==> src/rtl/mb_lane_err_cnt.sv <==
// One data lane: XOR compare, saturating bit-error counter and consecutive-match run counter.
module mb_lane_err_cnt #(
  parameter int WIDTH     = 32,
  parameter int CNT_W     = 16,
  parameter int MATCH_RUN = 16
) (
  input  logic             clk,
  input  logic             rst_n,
  input  logic             clear,
  input  logic             beat,
  input  logic [WIDTH-1:0] rx_word,
  input  logic [WIDTH-1:0] ref_word,
  output logic [WIDTH-1:0] diff,
  output logic [CNT_W-1:0] cnt_nxt,
  output logic             pass_nxt
);

  localparam int INC_W = $clog2(WIDTH + 1);
  localparam int SUM_W = ((CNT_W > INC_W) ? CNT_W : INC_W) + 1;
  localparam int RUN_W = $clog2(MATCH_RUN + 1);
  localparam logic [SUM_W-1:0] CNT_MAX = SUM_W'({CNT_W{1'b1}});
  localparam logic [RUN_W-1:0] RUN_TGT = RUN_W'(MATCH_RUN);

  logic [CNT_W-1:0] cnt;
  logic [RUN_W-1:0] run;
  logic [RUN_W-1:0] run_nxt;
  logic             pass;
  logic [INC_W-1:0] inc;
  logic [SUM_W-1:0] sum;

  // Next-state values are exported so the top can latch results including the stop-cycle beat.
  always_comb begin
    diff = rx_word ^ ref_word;
    inc  = '0;
    for (int unsigned i = 0; i < WIDTH; i++) begin
      inc = inc + INC_W'(diff[i]);
    end
    sum      = SUM_W'(cnt) + SUM_W'(inc);
    cnt_nxt  = cnt;
    run_nxt  = run;
    pass_nxt = pass;
    if (beat) begin
      cnt_nxt = (sum > CNT_MAX) ? '1 : CNT_W'(sum);
      if (diff == '0) begin
        run_nxt = (run == RUN_TGT) ? run : run + 1'b1;
        if (run_nxt == RUN_TGT) begin
          pass_nxt = 1'b1;
        end
      end else begin
        run_nxt = '0;
      end
    end
  end

  always_ff @(posedge clk or negedge rst_n) begin
    if (!rst_n) begin
      cnt  <= '0;
      run  <= '0;
      pass <= 1'b0;
    end else if (clear) begin
      cnt  <= '0;
      run  <= '0;
      pass <= 1'b0;
    end else begin
      cnt  <= cnt_nxt;
      run  <= run_nxt;
      pass <= pass_nxt;
    end
  end

endmodule

==> config.mk <==
export PLATFORM = sky130hd
export DESIGN_NAME = mb_lane_err_cnt
export DESIGN_NICKNAME = d
export VERILOG_FILES = /design/src/rtl/mb_lane_err_cnt.sv
export SDC_FILE = /design/constraint.sdc
export NUM_CORES = 1
export LEC_CHECK = 0
export BUFFER_PORTS_ARGS = -buffer_cell sky130_fd_sc_hd__buf_2
export CORE_UTILIZATION = 45
export CTS_CLUSTER_DIAMETER = 80
export DETAILED_ROUTE_END_ITERATION = 16
export PLACE_DENSITY = 0.76
export REMOVE_ABC_BUFFERS = 1
export SLEW_MARGIN = 25
export SYNTH_ARGS = -nofsm -noshare
export SYNTH_HDL_FRONTEND = slang
export SYNTH_SLANG_ARGS = --single-unit
==> constraint.sdc <==
create_clock -name clk -period 6.57 [get_ports clk]
set_input_delay 0.657 -clock clk [delete_from_list [all_inputs] [get_ports clk]]
set_output_delay 0.657 -clock clk [all_outputs]
set_load 0.02 [all_outputs]
==> results by group <==
Logic synthesis
  • Post-synth top flop: dfrtp_1
  • Mapped cell area: 0.00275 mm2
  • Avg Cell Area, Syn: 9.03 um2
  • Asr flop ratio synth: 1.00
  • Seq/Total Area, Yosys: 0.200
  • Yosys cell types: 49
  • Post-synth EDFFs: 0
  • Syn. warnings: 0
  • Synthesized instance count: 305
  • Register bit total from synthesis: 22

Timing
  • Fmax: 155 MHz
  • Setup-failing EPs final: 0
  • Min Tclk post-route: 6.47 ns
  • TNS Setup: 0 ns
  • Slew margin rel.: 0.624
  • Slew Limit Fails: 0
  • Final worst-path cycle share: 0.985
  • Hold Violations, Final: 0
  • Worst slew pin tran: 0.559 ns
  • RSZ-0062 raised after global routing: yes
  • Clock Skew: 0.00593 ns

Worst hold path
  • Hold WC Path Type: input pin to async pin

Die
  • Die height: 80.2 um
  • Die area: 0.00644 mm2
  • Io pins: 117
  • Core area: 0.00592 mm2
  • Row cnt: 28
  • Die W: 80.2 um
  • Initial Utilization: 0.465

Global route
  • Met3 usage: 0.0341
  • Global-route wire length before repair: 11.6 mm
  • GR Overflow Total: 0
  • Largest net degree at the start of global routing: 25
  • Initial antenna violation count: 0
  • Tot GR Track Use: 0.227
  • Met1 usage: 0.285
  • Vias in the first global route: 2,606
  • Met2 usage: 0.422
  • GRT busiest layer: met2

Finish
  • Synth-to-layout area growth: 42.0%
  • Nets: 550
  • Fin util: 0.660
  • Layout cells sized above 1: 0.403
  • Layout Cells excl Fill: 512
  • Ant. Diodes: 0

Clock tree
  • Clk sinks: 22
  • Clk buf depth: 2
  • H-tree levels: 1
  • Worst skew pair latency: 0.26 ns
  • Number of buffers created by CTS: 3
  • Clock transition at path regs: 0.08 ns
  • TritonCTS clock tree: done
  • Cts hold-fix bufs: 0
  • Clock Tree Root: clkbuf_8

Route
  • Vias after detailed routing: 2,718
  • Via/cell ratio: 5.31
  • ANT nets after route: 0
  • DRC: 0
  • WL per Instance: 14.6 um
  • DRT Pass-1 Iters: 6
  • Initial drt markers: 80
  • Post-Route WL: 7.49 mm

Critical path
  • Kind of critical path: input pin to output pin
  • CP endpoint kind: output pin
  • CP required: 5.91 ns
  • Max stage delay on crit path: 0.54 ns
  • Crit path max fanout: 5
  • CP cell instances: buf_2, xor2_1, inv_1, fa_1, fa_1, inv_1, fa_1, fa_1, fa_1, fa_1, fa_2, fa_2, a21oi_2, o211a_4, o21ai_4, and2_4, a31oi_2, buf_4
  • Worst endpoint data arrival time: 5.81 ns
  • Slowest stage cell, crit path: fa_1
  • Cell mode on critical path: fa_1
  • Critical path launch point type: input pin

Run
  • Max-cap violations: 0

Placed design
  • Post-DP HPWL: 5.85 mm
  • GPL Wtd Cong: 0.817
  • Placed Instances: 504
  • IO buf count: 116

Status
  • Status: complete, no violations
==> layout make-up <==
| class | instances | area [um2] |
|---|---|---|
| clock inverter | 1 | 30.0 |
| multi-input combinational | 229 | 2190 |
| tap | 75 | 93.8 |
| sequential | 22 | 551 |
| timing repair buffer | 136 | 831 |
| fill | 469 | 2010 |
| inverter | 46 | 173 |
| clock buffer | 3 | 41.3 |
==> per-layer routing <==
metal / up-vias / share of wire
li1: 1298 / -
met4: 0 / 0.0037
met2: 99 / 0.52
met1: 1317 / 0.42
met3: 4 / 0.058
met5: - / 0
==> cells in the final DEF (no fill, tap or decap), types with 3 or more instances in the layout <==
master    instances
fa_1             24
nand3b_1          3
buf_6            16
nand2_1          21
nor4_1            8
nand3_1           8
a21oi_2           4
xor2_2            6
mux2i_1           6
buf_2           100
nor3_1            8
ha_1             18
clkbuf_8          3
buf_4            20
and4_1            4
xor2_1           26
a21oi_1          23
nor2_1            7
nor2b_1           3
o21ai_0           8
inv_1            44
dfrtp_1          22
xnor2_1           6
==> cell usage after synthesis, drive strengths merged (2+ instances only) <==
| library cell | number | area (um2) |
|---|---|---|
| clkbuf | 4 | 16.3 |
| a31oi | 4 | 25.0 |
| and3 | 2 | 12.5 |
| and3b | 2 | 17.5 |
| a211oi | 2 | 20.0 |
| o21ai | 9 | 56.3 |
| ha | 18 | 225 |
| o211ai | 2 | 15.0 |
| a21o | 2 | 16.3 |
| xor2 | 33 | 289 |
| nor3b | 3 | 22.5 |
| nor2b | 3 | 18.8 |
| a41oi | 2 | 17.5 |
| and4 | 5 | 45.0 |
| dfrtp | 22 | 551 |
| buf | 5 | 23.8 |
| fa | 26 | 521 |
| nand3b | 3 | 22.5 |
| mux2i | 6 | 60.1 |
| inv | 46 | 173 |
| a21oi | 27 | 135 |
| nand3 | 9 | 50.1 |
| a311oi | 2 | 17.5 |
| a21boi | 2 | 15.0 |
| xnor2 | 6 | 52.6 |
| nor4 | 8 | 50.1 |
| nand2 | 24 | 90.1 |
| nor3 | 8 | 40.0 |
| o211a | 2 | 27.5 |
| nor2 | 7 | 26.3 |
==> path summary, 6_finish.rpt <==
path                               end  cells after the start  slack, ns         start
hold / removal                  cnt[6]                      1       0.35         rst_n
setup reg to reg               cnt[14]                     15       1.77        cnt[0]
max in group asynchronous      cnt[14]                      1       5.89         rst_n
setup / recovery           cnt_nxt[14]                     18       0.10  ref_word[27]
min in group clk                run[1]                      2       0.57        run[1]
hold reg to reg                 run[1]                      2       0.57        run[1]
==> cells by family after synthesis <==
| logic type | count (synthesis) | synth area share |
|---|---|---|
| flops | 22 | 0.200 |
| fa+ha+maj | 44 | 0.271 |
| xor+xnor | 39 | 0.124 |
| simple gates | 79 | 0.158 |
| mux | 6 | 0.0218 |
| compound gates | 60 | 0.149 |
| buf+inv | 55 | 0.0772 |
==> what timing repair did <==
action / CTS / global route
resized for setup: 7 / 57
pin swaps: 0 / 5
setup endpoints to repair: 16 / 16
hold endpoints to repair: 0 / 0
buffers inserted: 0 / 3
gates cloned: 0 / 1
==> worst max-delay path: cells and delay by family <==
kind | cells | cell delay [ns]
fa+ha+maj | 8 | 3.67
compound gates | 4 | 0.63
buf+inv | 4 | 0.40
xor+xnor | 1 | 0.26
simple gates | 1 | 0.18
==> per-stage QoR <==
stage / area [um2] / setup slack (ns) / hold slack, ns
3_3_place_gp: 3520 / -0.112 / 0.528
6_report: 3910 / 0.101 / 0.347
2_1_floorplan: 2710 / -0.206 / 0.361
3_5_place_dp: 3520 / -0.178 / 0.560
5_1_grt: 3910 / -0.0208 / 0.374
4_1_cts: 3620 / 0.00780 / 0.363
==> sequential cells by signal, summed over array words and instances (netlist names) <==
| register | flops |
|---|---|
| run | 5 |
| pass | 1 |
| cnt | 16 |
Power is not shown: default switching activity piles up to over one toggle a cycle in this logic, so the estimate is an artifact.
